$ cat src/rtl/multi_channel_accumulator_pkg.sv
// Shared encodings and elaboration helpers for the multi-channel accumulator.
package multi_channel_accumulator_pkg;

  // Overflow handling mode, sampled on every update.
  localparam logic ACC_MODE_WRAP = 1'b0;
  localparam logic ACC_MODE_SAT  = 1'b1;

  // Sample operation.
  localparam logic ACC_OP_ADD = 1'b0;
  localparam logic ACC_OP_SUB = 1'b1;

  // Channel index width: at least one bit, even for a single channel.
  function automatic int ch_width(input int channels);
    int w;
    w = $clog2(channels);
    return (w < 1) ? 1 : w;
  endfunction

  // The accumulator needs one bit of headroom over the sample.
  function automatic bit acc_w_legal(input int data_w, input int acc_w);
    return acc_w >= data_w + 1;
  endfunction

endpackage

$ cat src/rtl/multi_channel_accumulator_acc_lane.sv
// One accumulator channel: running-total register plus add/sub/saturate path.
module acc_lane
  import multi_channel_accumulator_pkg::*;
#(
  parameter int DATA_W = 4,
  parameter int ACC_W  = 8
) (
  input  logic              clk,
  input  logic              reset,
  input  logic              en,
  input  logic              sub,
  input  logic              clr,
  input  logic              sat,
  input  logic [DATA_W-1:0] data,
  output logic [ACC_W-1:0]  acc,
  output logic              ovf_evt
);

  logic [ACC_W:0]   data_ext;
  logic [ACC_W:0]   sum;
  logic             carry;
  logic [ACC_W-1:0] acc_nxt;

  // Widen by one bit so carry (add) and borrow (sub) both land in sum[ACC_W].
  always_comb begin
    data_ext = {{(ACC_W + 1 - DATA_W){1'b0}}, data};
    sum      = sub ? ({1'b0, acc} - data_ext) : ({1'b0, acc} + data_ext);
    carry    = sum[ACC_W];
    acc_nxt  = sum[ACC_W-1:0];
    if (carry && sat) begin
      acc_nxt = sub ? '0 : '1;
    end
    ovf_evt = en && !clr && carry;
  end

  // Running total: clear wins over the arithmetic update.
  always_ff @(posedge clk or posedge reset) begin
    if (reset) begin
      acc <= '0;
    end else if (en) begin
      acc <= clr ? '0 : acc_nxt;
    end
  end

endmodule

$ cat src/rtl/multi_channel_accumulator.sv
// N-channel unsigned accumulator with wrap/saturate overflow handling,
// sticky per-channel overflow flags and a registered result echo.
// Interface: in_valid is a one-cycle strobe with no back-pressure; every
// in_valid with an in-range in_ch is accepted, and out_valid pulses exactly
// one cycle later with the channel and its post-update total.
module multi_channel_accumulator
  import multi_channel_accumulator_pkg::*;
#(
  parameter  int CHANNELS = 4,
  parameter  int DATA_W   = 4,
  parameter  int ACC_W    = 8,
  localparam int CH_W     = ch_width(CHANNELS)
) (
  input  logic                clk,
  input  logic                reset,
  input  logic                in_valid,
  input  logic [CH_W-1:0]     in_ch,
  input  logic [DATA_W-1:0]   in_data,
  input  logic                in_sub,
  input  logic                in_clr,
  input  logic                sat_en,
  input  logic                ovf_clr,
  output logic                out_valid,
  output logic [CH_W-1:0]     out_ch,
  output logic [ACC_W-1:0]    out_acc,
  output logic [CHANNELS-1:0] ovf
);

  if (!acc_w_legal(DATA_W, ACC_W)) begin : g_illegal_acc_w
    $error("multi_channel_accumulator: ACC_W must be at least DATA_W+1");
  end

  logic                in_range;
  logic                accept;
  logic [CHANNELS-1:0] lane_en;
  logic [CHANNELS-1:0] lane_ovf_evt;
  logic [ACC_W-1:0]    lane_acc [CHANNELS];
  logic [CHANNELS-1:0] ovf_nxt;

  // A power-of-two channel count makes every in_ch value legal.
  if (CHANNELS == (1 << CH_W)) begin : g_full_range
    assign in_range = 1'b1;
  end else begin : g_part_range
    assign in_range = ({1'b0, in_ch} < (CH_W + 1)'(CHANNELS));
  end

  assign accept = in_valid && in_range;

  for (genvar i = 0; i < CHANNELS; i++) begin : g_lane
    assign lane_en[i] = accept && (in_ch == CH_W'(i));

    acc_lane #(
      .DATA_W (DATA_W),
      .ACC_W  (ACC_W)
    ) u_lane (
      .clk     (clk),
      .reset   (reset),
      .en      (lane_en[i]),
      .sub     (in_sub == ACC_OP_SUB),
      .clr     (in_clr),
      .sat     (sat_en == ACC_MODE_SAT),
      .data    (in_data),
      .acc     (lane_acc[i]),
      .ovf_evt (lane_ovf_evt[i])
    );
  end

  // Flag priority: global clear, then a fresh overflow sets, in_clr clears its bit.
  always_comb begin
    ovf_nxt = ovf_clr ? '0 : ovf;
    for (int i = 0; i < CHANNELS; i++) begin
      if (lane_ovf_evt[i]) begin
        ovf_nxt[i] = 1'b1;
      end else if (lane_en[i] && in_clr) begin
        ovf_nxt[i] = 1'b0;
      end
    end
  end

  // Sticky overflow flag register.
  always_ff @(posedge clk or posedge reset) begin
    if (reset) begin
      ovf <= '0;
    end else begin
      ovf <= ovf_nxt;
    end
  end

  // Result strobe and channel tag; out_ch holds when nothing is accepted.
  always_ff @(posedge clk or posedge reset) begin
    if (reset) begin
      out_valid <= 1'b0;
      out_ch    <= '0;
    end else begin
      out_valid <= accept;
      if (accept) begin
        out_ch <= in_ch;
      end
    end
  end

  // Reported total: registered lane value selected by the registered channel.
  // A lane only changes when it is the accepted channel, which also retags
  // out_ch, so this holds steady between acceptances.
  always_comb begin
    out_acc = '0;
    for (int i = 0; i < CHANNELS; i++) begin
      if (out_ch == CH_W'(i)) begin
        out_acc = lane_acc[i];
      end
    end
  end

endmodule

$ cat config.mk
export PLATFORM = sky130hd
export DESIGN_NAME = multi_channel_accumulator
export DESIGN_NICKNAME = d
export VERILOG_FILES = /design/src/rtl/multi_channel_accumulator_pkg.sv /design/src/rtl/multi_channel_accumulator_acc_lane.sv /design/src/rtl/multi_channel_accumulator.sv
export SDC_FILE = /design/constraint.sdc
export NUM_CORES = 1
export LEC_CHECK = 0
export CAP_MARGIN = 10
export CORE_UTILIZATION = 25
export CTS_CLUSTER_SIZE = 30
export DETAILED_ROUTE_END_ITERATION = 16
export HOLD_SLACK_MARGIN = 0.03
export SYNTH_ARGS = -nofsm -noshare
export SYNTH_HDL_FRONTEND = slang
export SYNTH_SLANG_ARGS = --single-unit
$ cat constraint.sdc
create_clock -name clk -period 3.3 [get_ports clk]
set_clock_uncertainty 0.05 [all_clocks]
set_input_delay 0.66 -clock clk [delete_from_list [all_inputs] [get_ports clk]]
set_output_delay 0.66 -clock clk [all_outputs]
set_load 0.1 [all_outputs]
==> results.tsv, run 1 <==
metric	value	unit
outcome	finished clean	
drt drc	0	
DR WL/cell	17.6	um
cell count after synthesis	381	
Final HPWL DP	9310	um
Initial DRC Count	240	
most frequent cells in the layout	99 x buf_4, 39 x dfrtp_1, 33 x nand2_1, 26 x inv_1	
Cell variety after synth	75	
Post-DP Area	4700	sq um
top cell type by total area after synthesis	dfrtp_1	
layout cell share with drive strength beyond 1	0.371	
WL final	11900	um
Sinks on Clock Net	39	
# setup viols final	0	
Final TNS setup	0	ns
Synthesis Warnings	0	
ys async rst share	1.00	
largest net degree at the start of global routing	40	
crit end category	flip-flop	
Overall Power	4460	uW
min-delay worst type	flip-flop to flip-flop	
antenna-violating nets left	0	
Area growth, synth to finish	42.8	%
initial antenna violation count	0	
DIE WIDTH	122	um
Starting Density	0.257	
Mapped Avg Cell Area	9.41	sq um
Max clock buf depth	2	
post-synth net total	428	
PD cells	870	nW/um^2
crit-path max FO	4	
CORE AREA	13900	sq um
clock transition at the registers of the reported paths	0.06	ns
first-pass GRT wire length	18700	um
# hold bufs at CTS	0	
#FFs+latches synth	39	
PortBufs	27	
post-route design area	5120	sq um
number of fillers in the final layout	1386	
kind of critical path	input pin to flip-flop	
slew margin rel.	0.618	
detailed-router iteration count before antenna repair	4	
H-tree depth	2	
Vias	3559	
Inserted Clock Buffers	5	
RSZ-0062 raised after global routing	no	
Post-Synthesis Cell Area	3590	sq um
CP required	3.42	ns
Final Max Slew Viols	0	
Synth top area share	0.272	
Post-synth EDFFs	0	
Die H	122	um
fin worst setup slack	0.0984	ns
total grt overflow	0	
All-Layer GR Usage	0.166	
Synth area leaders	dfrtp_1 27%, ha_1 10%, mux4_2 5.0%, a21oi_1 3.5%, nand2_1 3.5%	
worst-margin pin slew	0.573	ns
max cap viols	0	
boundary pin count	28	
std cell rows	43	
vias in the first global route	3471	
Via density	5.24	
pre-CTS setup slack	-0.621	ns
post-synthesis sequential area ratio	0.272	
most common cell after layout, fill and taps aside	buf_4	
Tcrit/Tclk final	0.970	
ANT cells	0	
final critical-path required period	3.20	ns
CP arrival	3.32	ns
CTS tree	built	
Clock Latency Late Sink	0.29	ns
final net count	545	
fmax	0.312	GHz
Most used DFF post-synth	dfrtp_1	
P_leak	0.00234	uW
Root Driver	clkbuf_16	
CP startpoint kind	input pin	
Min Hold Slack	0.468	ns
routability congestion estimate	0.855	
Max IR drop VDD	0.366	mV
Final Hold Viols	0	
full die area	14800	sq um
-- cells in the mapped netlist (4+ instances only) --
cell / instances
or2_2: 6
or3_1: 4
o211ai_1: 9
nor2b_1: 6
nand3_1: 11
fa_1: 4
a21o_1: 11
nor2_1: 17
nand2_1: 33
xnor2_1: 13
clkbuf_1: 5
mux4_2: 8
xor2_1: 8
ha_1: 30
o21ai_0: 15
dfrtp_1: 39
inv_1: 28
nor3_1: 8
a31oi_1: 4
o311ai_0: 8
o221ai_1: 4
a21oi_1: 25
-- cells by family (layout without fill, tap and decap cells) --
kind of cell / Yosys count / after routing / synth area share
and+or+nand+nor: 124 / 124 / 0.201
AOI/OAI and AO/OA: 112 / 112 / 0.230
DFF: 39 / 39 / 0.272
adders and majority gates: 38 / 38 / 0.139
buffers and inverters: 35 / 152 / 0.0370
xor gates and xnor gates: 22 / 23 / 0.0590
muxes: 11 / 11 / 0.0625
-- per-stage QoR --
| stage | instances | utilization |
|---|---|---|
| 2_1_floorplan | 381 | - |
| 3_3_place_gp | 663 | 0.337 |
| 3_5_place_dp | 663 | 0.337 |
| 4_1_cts | 673 | 0.354 |
| 5_1_grt | 679 | 0.368 |
| 6_report | 679 | 0.368 |
-- path summary, 6_finish.rpt --
| kind | start | end | slack, ns | cells after the start |
|---|---|---|---|---|
| setup / recovery | in_data[1] | g_lane[2].u_lane.acc[6]$_DFFE_PP0P_ | 0.1 | 13 |
| hold / removal | g_lane[0].u_lane.acc[0]$_DFFE_PP0P_ | g_lane[0].u_lane.acc[0]$_DFFE_PP0P_ | 0.47 | 1 |
| max in group asynchronous | reset | g_lane[1].u_lane.acc[1]$_DFFE_PP0P_ | 2.07 | 3 |
| min in group asynchronous | reset | ovf[0]$_DFFE_PP0P_ | 0.76 | 3 |
| hold reg to reg | g_lane[0].u_lane.acc[0]$_DFFE_PP0P_ | g_lane[0].u_lane.acc[0]$_DFFE_PP0P_ | 0.47 | 1 |
| setup reg to reg | g_lane[2].u_lane.acc[0]$_DFFE_PP0P_ | g_lane[2].u_lane.acc[6]$_DFFE_PP0P_ | 0.37 | 11 |
-- timing repair --
action,in CTS,in global routing
gates resized for setup,24,34
pin swaps,10,15
buffers inserted,1,6
cloned,1,0
endpoints found under the hold margin,0,0
setup endpoints to repair,35,33
-- sequential cells by signal (all words and copies together), names as in the netlist --
register	count
out_ch	2
g_lane.u_lane.acc	32
out_valid	1
ovf	4
-- layout make-up --
type	count	area [sq um]	area share
Tap cell	180	225	0.0440
Inverter	28	110	0.0215
Timing Repair Buffer	116	927	0.181
Sequential cell	39	976	0.191
Clock inverter	2	12.5	0.00244
Multi-Input combinational cell	308	2740	0.535
Clock buffer	6	129	0.0252
-- where the power goes --
group          internal [uW]  switching [uW]
Combinational           1440            1640
Clock                    279             203
Sequential               651             241
-- worst max-delay path, stage by stage --
cell and delay, ns:
buf_2 0.11, inv_1 0.05, ha_2 0.30, mux2_4 0.18, fa_2 0.25, or4b_1 0.44
and4_4 0.22, o31ai_4 0.25, o21ai_4 0.11, buf_4 0.17, xnor2_2 0.22, a21oi_1 0.12
o221a_2 0.24
-- routing by layer --
| layer | share of wire | track usage |
|---|---|---|
| met5 | 0 | 0 |
| met4 | 0.035 | 0.0779 |
| met3 | 0.033 | 0.0150 |
| met2 | 0.50 | 0.276 |
| met1 | 0.44 | 0.216 |
No activity file was read; power rests on OpenSTA's default activity.
==> inputs of run 2 (changes only) <==
Clock period 3.3 ns to 2.8 ns, I/O delays scaled along.
==> results.tsv, run 2 (synthesis gave the netlist of run 1 again) <==
metric	value	unit
Vias	3622	
clock transition at the registers of the reported paths	0.06	ns
final net count	562	
reg2reg start	g_lane[2].u_lane.acc[0]$_DFFE_PP0P_	
DR WL/cell	18.1	um
Starting Density	0.257	
Worst Hold End	g_lane[0].u_lane.acc[4]$_DFFE_PP0P_	
largest net degree at the start of global routing	40	
Max IR drop VDD	0.355	mV
CP required	2.93	ns
most frequent cells in the layout	110 x buf_4, 38 x dfrtp_1, 32 x nand2_1, 22 x a21oi_1, 20 x inv_1	
pre-CTS setup slack	-1.14	ns
fmax	0.336	GHz
PortBufs	27	
worst hold start	g_lane[0].u_lane.acc[4]$_DFFE_PP0P_	
proportion of power drawn by the clock network	0.129	
P_leak	0.00252	uW
hold path cells	2	
outcome	finished, violations left	
CORE AREA	13900	sq um
# setup viols final	33	
# hold bufs at CTS	0	
std cell rows	43	
kind of critical path	input pin to flip-flop	
Die H	122	um
min-delay worst type	flip-flop to flip-flop	
Largest regs	g_lane.u_lane.acc x32, ovf x4, out_ch x2	
H-tree depth	2	
DIE WIDTH	122	um
Overall Power	5830	uW
WL final	12600	um
Max clock buf depth	2	
Final Hold Viols	0	
antenna-violating nets left	0	
final critical-path required period	2.98	ns
crit-path max FO	5	
layout cell share with drive strength beyond 1	0.475	
Sinks on Clock Net	39	
full die area	14800	sq um
Reg2Reg Depth	10	
CP startpoint kind	input pin	
PD cells	1030	nW/um^2
Critical Path Start	in_data[1]	
Final TNS setup	-3.49	ns
Post-Place Cells	668	
CP arrival	3.10	ns
routability congestion estimate	0.883	
Inserted Clock Buffers	5	
Reg power frac	0.186	
Clock Latency Late Sink	0.29	ns
slew margin rel.	0.630	
Largest register FFs	32	
fin worst setup slack	-0.175	ns
number of fillers in the final layout	1296	
Sequential Area	977	sq um
Via density	5.20	
Final HPWL DP	9130	um
CTS tree	built	
RSZ-0062 raised after global routing	yes	
detailed-router iteration count before antenna repair	4	
Biggest register	g_lane.u_lane.acc	
Initial DRC Count	250	
internal power	3190	uW
boundary pin count	28	
combinational share of power	0.686	
worst-margin pin slew	0.555	ns
max cap viols	0	
Root Driver	clkbuf_16	
failing checks	negative setup slack	
NetSw	2640	uW
Min Hold Slack	0.481	ns
crit end category	flip-flop	
Final Max Slew Viols	0	
Worst R2R End	g_lane[2].u_lane.acc[7]$_DFFE_PP0P_	
sw frac	0.453	
initial antenna violation count	0	
Non-Filler Instances	696	
Multi-input gate area	3070	sq um
Tcrit/Tclk final	1.06	
vias in the first global route	3623	
All-Layer GR Usage	0.171	
ANT cells	0	
Area growth, synth to finish	58.5	%
first-pass GRT wire length	19300	um
drt drc	0	
register-to-register setup slack	0.05	ns
most common cell after layout, fill and taps aside	buf_4	
total grt overflow	0	
## run 2: cell types whose count changed in the layout (fill, tap and decap cells not counted), moves of 3 or more
cell	previous run	this run
o21ai_0	14	9
o221a_4	0	3
o221a_2	3	0
inv_2	1	4
inv_1	26	20
ha_4	5	11
o311ai_1	7	1
ha_1	24	18
buf_4	99	110
o311ai_2	0	4
buf_6	3	10
o21ai_1	1	6
## run 2: worst max-delay path, stage by stage
cell	delay, ns
buf_12	0.12
nor3_4	0.24
ha_4	0.24
mux2i_4	0.22
buf_6	0.15
ha_4	0.22
a31oi_4	0.21
a21boi_2	0.08
buf_4	0.15
buf_6	0.11
o31a_1	0.29
o21ai_1	0.14
buf_4	0.16
o21bai_1	0.08
a21o_1	0.15
## run 2: layout make-up
cell class,instances,share of cell area
multi-input combinational,308,0.541
timing repair buffer,133,0.191
sequential,39,0.172
tap,180,0.0396
inverter,28,0.0238
clock buffer,6,0.0227
clock inverter,2,0.0106
## run 2: per-stage QoR
step                       util  cell area [sq um]
after floorplan               -               3780
after global placement    0.350               4870
after detailed placement  0.350               4870
after CTS                 0.386               5370
after global routing      0.408               5680
final                     0.408               5680
## run 2: metal layers
layer / routed length (um) / GRT usage
met1: 5550 / 0.224
met2: 5910 / 0.279
met3: 811 / 0.0332
met4: 316 / 0.0640
met5: 0 / 0
## run 2: repair_timing
item                                    in CTS  in global routing
gates resized for setup                     63                 47
pin swaps                                   33                 26
endpoints found under the setup margin      36                 36
gates cloned                                 0                  1
setup buffers                                7                 15
## run 2: how the worst max path moves through the flow
stage / depth (start not counted) / endpoint
final: 15 / g_lane[0].u_lane.acc[2]$_DFFE_PP0P_
after global placement: 15 / g_lane[0].u_lane.acc[7]$_DFFE_PP0P_
after CTS: 14 / g_lane[0].u_lane.acc[6]$_DFFE_PP0P_
after global routing: 15 / g_lane[0].u_lane.acc[2]$_DFFE_PP0P_
after detailed placement: 15 / g_lane[0].u_lane.acc[7]$_DFFE_PP0P_
after floorplan: 11 / g_lane[2].u_lane.acc[4]$_DFFE_PP0P_
## run 2: power by group through the flow
stage / Clock [uW] / Sequential (uW) / Combinational (uW)
finish: 750 / 1080 / 4000
global route: 780 / 1110 / 4280
CTS: 756 / 1060 / 3620
detailed placement: 0 / 1060 / 3320
global placement: 0 / 1050 / 3250
floorplan: 0 / 1010 / 2260
==> inputs of run 3 (changes only) <==
Settings changed: RECOVER_POWER set to 50.
==> results.tsv, run 3 (synthesis gave the netlist of run 1 again) <==
metric	value	unit
CP Cell Sequence	buf_12 > nor3_4 > ha_4 > mux2i_4 > buf_6 > ha_4 > a31oi_4 > a21boi_2 > buf_4 > buf_6 > o31a_1 > o21ai_1 > buf_4 > o21bai_1 > a21o_1	
clock transition at the registers of the reported paths	0.06	ns
CTS tree	built	
WL final	12600	um
fmax	0.336	GHz
Multi-input gate area	3070	sq um
max incr delay on CP	0.29	ns
DR WL/cell	18.1	um
slew margin rel.	0.308	
ANT cells	0	
boundary pin count	28	
final net count	562	
total grt overflow	0	
# setup viols final	33	
layout cell share with drive strength beyond 1	0.473	
Sequential Area	977	sq um
Root Driver	clkbuf_16	
Reg2Reg Depth	10	
Inserted Clock Buffers	5	
full die area	14800	sq um
kind of critical path	input pin to flip-flop	
final critical-path required period	2.97	ns
first-pass GRT wire length	19300	um
CORE AREA	13900	sq um
# hold bufs at CTS	0	
Clock Latency Late Sink	0.29	ns
CP arrival	3.10	ns
Vias	3605	
Starting Density	0.257	
worst-margin pin slew	1.04	ns
Die H	122	um
vias in the first global route	3623	
Worst path slowest cell	o31a_1	
drt drc	0	
Tcrit/Tclk final	1.06	
Post-DP Area	4870	sq um
outcome	finished, violations left	
most common cell after layout, fill and taps aside	buf_4	
Final Max Slew Viols	0	
CP startpoint kind	input pin	
Largest regs	g_lane.u_lane.acc x32, ovf x4, out_ch x2	
number of fillers in the final layout	1298	
RSZ-0062 raised after global routing	yes	
Final HPWL DP	9130	um
Initial DRC Count	245	
CP required	2.93	ns
Min Hold Slack	0.481	ns
most frequent cells in the layout	108 x buf_4, 38 x dfrtp_1, 32 x nand2_1, 22 x a21oi_1, 20 x inv_1	
Biggest register	g_lane.u_lane.acc	
post-route design area	5680	sq um
Largest register FFs	32	
H-tree depth	2	
std cell rows	43	
fin worst setup slack	-0.174	ns
Final Hold Viols	0	
PortBufs	27	
Via density	5.18	
crit end category	flip-flop	
crit-path max FO	5	
Area growth, synth to finish	58.3	%
largest net degree at the start of global routing	40	
hold path cells	2	
min-delay worst type	flip-flop to flip-flop	
max cap viols	0	
P_leak	0.00252	uW
Max clock buf depth	2	
All-Layer GR Usage	0.171	
PD cells	1030	nW/um^2
Max IR drop VDD	0.354	mV
Sinks on Clock Net	39	
antenna-violating nets left	0	
initial antenna violation count	0	
failing checks	negative setup slack	
detailed-router iteration count before antenna repair	4	
DIE WIDTH	122	um
routability congestion estimate	0.883	
==> run 3: through the flow <==
step                setup WS [ns]  cells  setup TNS [ns]  utilization  power (uW)
finish                     -0.174    696           -3.49        0.407        5830
global route               -0.277    696           -6.42        0.407        6160
CTS                        -0.302    682           -5.66        0.386        5440
detailed placement          -1.14    668          -35.83        0.350        4380
global placement            -1.08    668          -33.46        0.350        4300
floorplan                  -0.250    381           -4.18            -        3280
==> run 3: layout make-up <==
cell class	count	area share
Sequential cell	39	0.172
Clock inverter	2	0.0106
Tap cell	180	0.0397
Clock buffer	6	0.0227
Timing Repair Buffer	133	0.190
Multi-Input combinational cell	308	0.541
Inverter	28	0.0238
==> run 3: per-layer routing <==
layer / up-vias / global-route usage / wire length (um)
met3: 20 / 0.0332 / 851
met2: 96 / 0.279 / 5880
li1: 1710 / - / -
met4: 0 / 0.0640 / 320
met5: - / 0 / 0
met1: 1779 / 0.224 / 5520
==> run 3: worst paths after layout <==
path                                                      from                                   to  slack [ns]
setup reg to reg           g_lane[2].u_lane.acc[0]$_DFFE_PP0P_  g_lane[2].u_lane.acc[7]$_DFFE_PP0P_        0.05
min in group asynchronous                                reset                out_ch[0]$_DFFE_PP0P_        1.00
max in group asynchronous                                reset                out_ch[0]$_DFFE_PP0P_        1.01
hold reg to reg            g_lane[0].u_lane.acc[4]$_DFFE_PP0P_  g_lane[0].u_lane.acc[4]$_DFFE_PP0P_        0.48
hold / removal             g_lane[0].u_lane.acc[4]$_DFFE_PP0P_  g_lane[0].u_lane.acc[4]$_DFFE_PP0P_        0.48
setup / recovery                                    in_data[1]  g_lane[0].u_lane.acc[2]$_DFFE_PP0P_       -0.17
==> run 3: report_power, final <==
group	switching (uW)	internal, uW
Clock	238	511
Combinational	2090	1910
Sequential	315	767
Total	2640	3190
==> run 3: critical path, delay by kind of cell <==
| family | cells | cell delay [ns] |
|---|---|---|
| adder cells (fa/ha/maj) | 2 | 0.46 |
| AO/OA/AOI/OAI | 6 | 0.94 |
| multiplexers | 1 | 0.22 |
| buffers and inverters | 5 | 0.69 |
| AND/OR/NAND/NOR | 1 | 0.24 |
==> run 3: repair_timing <==
item	4_1_cts	5_1_grt
setup endpoints to repair	36	36
pin swaps	33	26
gates resized for setup	63	47
cloned	0	1
hold endpoints to repair	0	0
setup buffers	7	15
==> patch 1: new RTL, flow settings as in run 2 <==
The output `out_valid` loses its register stage (`out_valid` becomes a continuous assignment).
--- a/src/rtl/multi_channel_accumulator.sv
+++ b/src/rtl/multi_channel_accumulator.sv
@@ -89,15 +89,15 @@
   // Result strobe and channel tag; out_ch holds when nothing is accepted.
   always_ff @(posedge clk or posedge reset) begin
     if (reset) begin
-      out_valid <= 1'b0;
       out_ch    <= '0;
     end else begin
-      out_valid <= accept;
       if (accept) begin
         out_ch <= in_ch;
       end
     end
   end
+
+  assign out_valid = accept;
 
   // Reported total: registered lane value selected by the registered channel.
   // A lane only changes when it is the accepted channel, which also retags
Behaviour: not the same (Yosys sat finds a counterexample within 4 cycles, from zero or initial values and one cycle with reset high).
==> patch 1 against run 2 <==
Total power fell by 6.7%. Sequential share of layout area is 0.21 points higher. Critical path depth fell by 2. Maximum frequency is 3.3% higher. The run still ends with setup timing left. Sequential cell count down 1. First-iteration DRC count shrank 14%. Wire length decreased by 7.9%. Largest power group unchanged. Cell area shrank 3.7%. Highest routed layer unchanged. Setup slack better by 0.096 ns. Register-to-register slack better by 0.05 ns. Synthesized area fell by 3.2%.
==> patch 1: results (changes against run 2) <==
delay-heaviest family, CP simple AND/OR/NAND/NOR gates (was compound AO/OA/AOI/OAI gates); placed cell area 4650 sq um (was 4870 sq um); Final HPWL DP 8.73 mm (was 9.13 mm); final worst slack -0.0797 ns (was -0.175 ns); Setup Viol. Count Final 15 (was 33); worst hold start g_lane[1].u_lane.acc[0] (was g_lane[0].u_lane.acc[4]); largest register by flop count g_lane.u_lane.acc (unchanged); initial drt markers 215 (was 250); RD Place Congestion 0.860 (was 0.883); Final nets 559 (was 562); initial antenna violation count 0 (unchanged); static leakage 2.41 nW (was 2.52 nW); worst skew pair latency 0.29 ns (about the same); maximum VDD drop 302 uV (was 355 uV); post-route non-filler standard cell count 689 (was 696); crit path launch in_data[1] (unchanged); vias 3,489 (was 3,622); Port Buf Inserts 27 (unchanged); first-pass GRT wire length 18.9 mm (was 19.3 mm); critical path's slowest cell or4b_1 (was o31a_1); largest registers g_lane.u_lane.acc (32), ovf (4), out_ch (2) (unchanged); top cells by count, synth dfrtp_1, a21oi_1, nand2_1 (was dfrtp_1, nand2_1, ha_1); Worst-path clk slew 0.06 ns (about the same); Post-Syn Nets 431 (was 428); Post-Synthesis Cells 384 (was 381); Seq/Total Area, Yosys 27.4% (was 27.2%); Crit Path Category in -> reg (unchanged); status finished, violations left (unchanged); clk buf depth 2 (unchanged); Post-synth ARST share 100% (unchanged); gr usage total 16.9% (was 17.1%); Slew headroom 54.9% (was 63.0%); share of cells above drive strength 1 43.9% (was 47.5%); largest net degree at the start of global routing 15 (was 40); WL final 11.6 mm (was 12.6 mm); main flop type after synthesis dfrtp_1 (unchanged); Synth warnings 0 (unchanged); n_diodes 0 (unchanged); crit path DAT 3.00 ns (was 3.10 ns); failing checks setup timing (unchanged); number of buffers created by CTS 5 (unchanged); Worst Hold Class reg -> reg (unchanged); worst flop-to-flop path startpoint g_lane[2].u_lane.acc[0] (unchanged); CTS H-Tree Depth 2 (unchanged); post-synthesis cell type count 60 (was 75); Root Driver clkbuf_16 (unchanged); DRT Pass-1 Iters 4 (unchanged); placed cell count 659 (was 668); Critical Path Fanout Max 5 (unchanged); Synth area leaders dfrtp_1, ha_1, a21oi_1 (was dfrtp_1, ha_1, mux4_2); vias in the first global route 3,678 (was 3,623); CP max stage delay 0.44 ns (was 0.29 ns)
## patch 1: changes by cell type in the layout (fill, tap and decap cells not counted), sizes merged, moves of 5 or more
cell | run 2 | this run
nand3 | 11 | 5
o21ai | 16 | 25
nor2 | 20 | 13
o211ai | 9 | 3
mux2i | 2 | 8
a31oi | 5 | 10
a21oi | 25 | 39
xnor2 | 15 | 20
a21o | 11 | 3
nand2b | 3 | 8
## patch 1: worst min-delay path, cell delays in order (launching register included)
cell	delay, ns
dfrtp_1	0.38
nand2_1	0.06
o311ai_1	0.06
## patch 1: power breakdown
group	total (mW)	switching (mW)	leakage, nW	internal, mW
registers	1.01	0.274	0.483	0.734
logic	3.68	1.92	1.83	1.76
clock network	0.751	0.239	0.0940	0.512
total	5.44	2.44	2.41	3.01
## patch 1: per-stage QoR
stage	utilization [%]	setup TNS, ns	hold slack [ns]	power (mW)	setup WS, ns
6_report	40.8	-0.740	0.492	5.44	-0.0797
3_5_place_dp	34.7	-30.09	0.482	3.97	-0.924
4_1_cts	38.9	-1.37	0.486	5.14	-0.122
3_3_place_gp	34.7	-27.68	0.471	3.90	-0.826
2_1_floorplan	-	-0.746	0.432	2.95	-0.105
5_1_grt	40.8	-1.92	0.518	5.79	-0.157
## patch 1: kinds of logic (layout without fill, tap and decap cells)
kind of cell / count (synthesis) / after routing / synth area share (%)
adders and majority gates: 37 / 37 / 14.0
muxes: 19 / 19 / 8.80
AOI/OAI and AO/OA: 116 / 116 / 22.6
buffers and inverters: 46 / 175 / 5.34
and+or+nand+nor: 102 / 102 / 15.3
DFF: 38 / 38 / 27.4
xor gates and xnor gates: 26 / 26 / 6.56
## patch 1: final timing paths
path / endpoint / slack [ns] / cells past startpoint
max in group asynchronous: g_lane[2].u_lane.acc[6] / 1.49 / 3
setup / recovery: g_lane[2].u_lane.acc[0] / -0.08 / 13
hold reg to reg: g_lane[1].u_lane.acc[0] / 0.49 / 2
setup reg to reg: g_lane[2].u_lane.acc[0] / 0.10 / 11
hold / removal: g_lane[1].u_lane.acc[0] / 0.49 / 2
min in group asynchronous: out_ch[0] / 0.59 / 2
## patch 1: per-layer routing
metal | up-vias | share of wire [%] | global-route usage, %
met3 | 20 | 6.4 | 3.85
li1 | 1674 | - | -
met4 | 0 | 1.9 | 5.78
met1 | 1713 | 42 | 21.0
met5 | - | 0 | 0
met2 | 82 | 50 | 28.6
## patch 1: layout make-up
class | count | area [sq um]
Tap cell | 176 | 220
Inverter | 31 | 143
Sequential cell | 38 | 952
Fill cell | 1262 | 7930
Multi-Input combinational cell | 300 | 2820
Clock inverter | 3 | 68.8
Clock buffer | 5 | 125
Timing Repair Buffer | 136 | 1140
## patch 1: repair_timing
item	CTS	global route
pin swaps	30	27
hold buffers	0	0
buffers inserted	16	7
setup endpoints to repair	36	36
gates resized for setup	70	46
==> patch 2: new RTL, config.mk and constraints of run 2 <==
Without the edit above. `DATA_W` is set to 4 in 2 places; all go to 5.
--- a/src/rtl/multi_channel_accumulator_acc_lane.sv
+++ b/src/rtl/multi_channel_accumulator_acc_lane.sv
@@ -2,7 +2,7 @@
 module acc_lane
   import multi_channel_accumulator_pkg::*;
 #(
-  parameter int DATA_W = 4,
+  parameter int DATA_W = 5,
   parameter int ACC_W  = 8
 ) (
   input  logic              clk,
--- a/src/rtl/multi_channel_accumulator.sv
+++ b/src/rtl/multi_channel_accumulator.sv
@@ -7,7 +7,7 @@
   import multi_channel_accumulator_pkg::*;
 #(
   parameter  int CHANNELS = 4,
-  parameter  int DATA_W   = 4,
+  parameter  int DATA_W   = 5,
   parameter  int ACC_W    = 8,
   localparam int CH_W     = ch_width(CHANNELS)
 ) (
Interface: changed (resized in_data); port bits go from 28 to 29. The function was not compared with the original's and may differ.
==> patch 2 against run 2 <==
The flow still finishes with violations (setup timing). Wire length decreased by 10%. Sequential cell count unchanged. Cell area down 3.7%. Final cell count decreased by 2.9%. Total power down 24%. Register-to-register slack better by 0.18 ns. Synthesized cell count down 0.26%. Synthesized area shrank 2.4%. Setup slack improved by 0.083 ns. Critical path depth down 1. Largest cell class unchanged. Highest routed layer unchanged.
==> patch 2: results (changes against run 2) <==
Critical Path Fanout Max 7 (was 5); Slew headroom 53.5% (was 63.0%); met1 GRT Util 21.5% (was 22.4%); n_diodes 0 (unchanged); Fillers 1,317 (was 1,296); complex-gate fraction of the synthesized area 26.8% (was 23.0%); placed cell count 650 (was 668); routed len/inst 16.7 um (was 18.1 um); vias in the first global route 3,384 (was 3,623); CTS H-Tree Depth 2 (unchanged); Final nets 543 (was 562); share of cells above drive strength 1 45.4% (was 47.5%); gr usage total 15.8% (was 17.1%); critical path's slowest cell a311oi_4 (was o31a_1); Port Buf Inserts 28 (was 27); post-synthesis mux area share 7.58% (was 6.25%); first-pass GRT wire length 17.9 mm (was 19.3 mm); RD Place Congestion 0.861 (was 0.883); WL final 11.3 mm (was 12.6 mm); vias per cell 5.05 (was 5.20); clk buf depth 2 (unchanged); Root Driver clkbuf_16 (unchanged); Post-Synth Adder-Cell Area 12.4% (was 13.9%); post-synthesis cell type count 57 (was 75); top cells by count, synth nand2_1, dfrtp_1, inv_1 (was dfrtp_1, nand2_1, ha_1); failing checks setup timing (unchanged); Synth Area in XOR/XNOR 7.51% (was 5.90%); Seq/Total Area, Yosys 27.9% (was 27.2%); placed cell area 4790 sq um (was 4870 sq um); crit path DAT 3.06 ns (was 3.10 ns); initial drt markers 159 (was 250); Synth area leaders dfrtp_1, ha_1, mux4_2 (unchanged); Post-Syn Nets 424 (was 428); Setup TNS -1.15 ns (was -3.49 ns); final worst slack -0.0922 ns (was -0.175 ns); status finished, violations left (unchanged); pre-CTS setup slack -0.978 ns (was -1.14 ns); GRT met2 Usage 26.1% (was 27.9%); Avg Synthesized Cell Area 9.21 sq um (was 9.41 sq um); CP max stage delay 0.45 ns (was 0.29 ns); Setup Viol. Count Final 25 (was 33); main flop type after synthesis dfrtp_1 (unchanged); static leakage 2.43 nW (was 2.52 nW); Switching Share 45.0% (was 45.3%); Util after Layout 40.7% (was 40.8%); maximum VDD drop 433 uV (was 355 uV); Final HPWL DP 8.33 mm (was 9.13 mm)
## patch 2: what timing repair did
item	4_1_cts	5_1_grt
setup buffers	17	5
gates cloned	3	0
resized for setup	62	45
hold buffers	0	0
setup endpoints to repair	36	36
hold endpoints to repair	0	0
pin swaps	31	29
## patch 2: layer usage
layer | wire (um) | vias up
met3 | 534 | 19
met1 | 5130 | 1661
li1 | - | 1654
met2 | 5400 | 83
met4 | 249 | 0
met5 | 0 | -
## patch 2: path summary, 6_finish.rpt
path | from | end | slack, ns | cells after the start
setup / recovery | in_data[0] | g_lane[1].u_lane.acc[4] | -0.09 | 14
min in group asynchronous | reset | ovf[1] | 0.67 | 3
setup reg to reg | g_lane[3].u_lane.acc[0] | g_lane[3].u_lane.acc[2] | 0.23 | 11
hold / removal | g_lane[3].u_lane.acc[3] | g_lane[3].u_lane.acc[3] | 0.50 | 2
max in group asynchronous | reset | out_ch[0] | 1.62 | 3
hold reg to reg | g_lane[3].u_lane.acc[3] | g_lane[3].u_lane.acc[3] | 0.50 | 2
## patch 2: kinds of logic (layout without fill, tap and decap cells)
group                    after synthesis  in the layout
XOR/XNOR                              30             30
flip-flops                            39             39
buffers and inverters                 44            162
AO/OA/AOI/OAI                        125            125
adder cells (fa/ha/maj)               33             33
multiplexers                          15             17
AND/OR/NAND/NOR                       94             94
## patch 2: cell type report
type / instances / area share (%)
flip-flops and latches: 39 / 17.8
well taps: 176 / 4.02
multi-input cells: 299 / 54.5
inverters: 27 / 2.22
clock buffers: 7 / 2.42
clock inverters: 1 / 0.0914
repair buffers: 127 / 18.9
## patch 2: power by group through the flow
stage                     clock network (mW)  registers [mW]  logic, mW
after floorplan                            0           0.928       1.74
after global placement                     0           0.940       2.43
after detailed placement                   0           0.946       2.48
after CTS                              0.571           0.948       2.78
after global routing                   0.598           0.984       3.13
final                                  0.557           0.961       2.90
## patch 2: worst reg2reg max path, stage by stage, from the launching register on
cell and delay, ns:
dfrtp_1 0.40, inv_1 0.07, ha_1 0.18, fa_2 0.20, inv_1 0.06, a21o_1 0.17, a31o_4 0.27, a211oi_4 0.24
buf_6 0.17, mux2i_4 0.32, o21ai_1 0.11, a22o_1 0.22
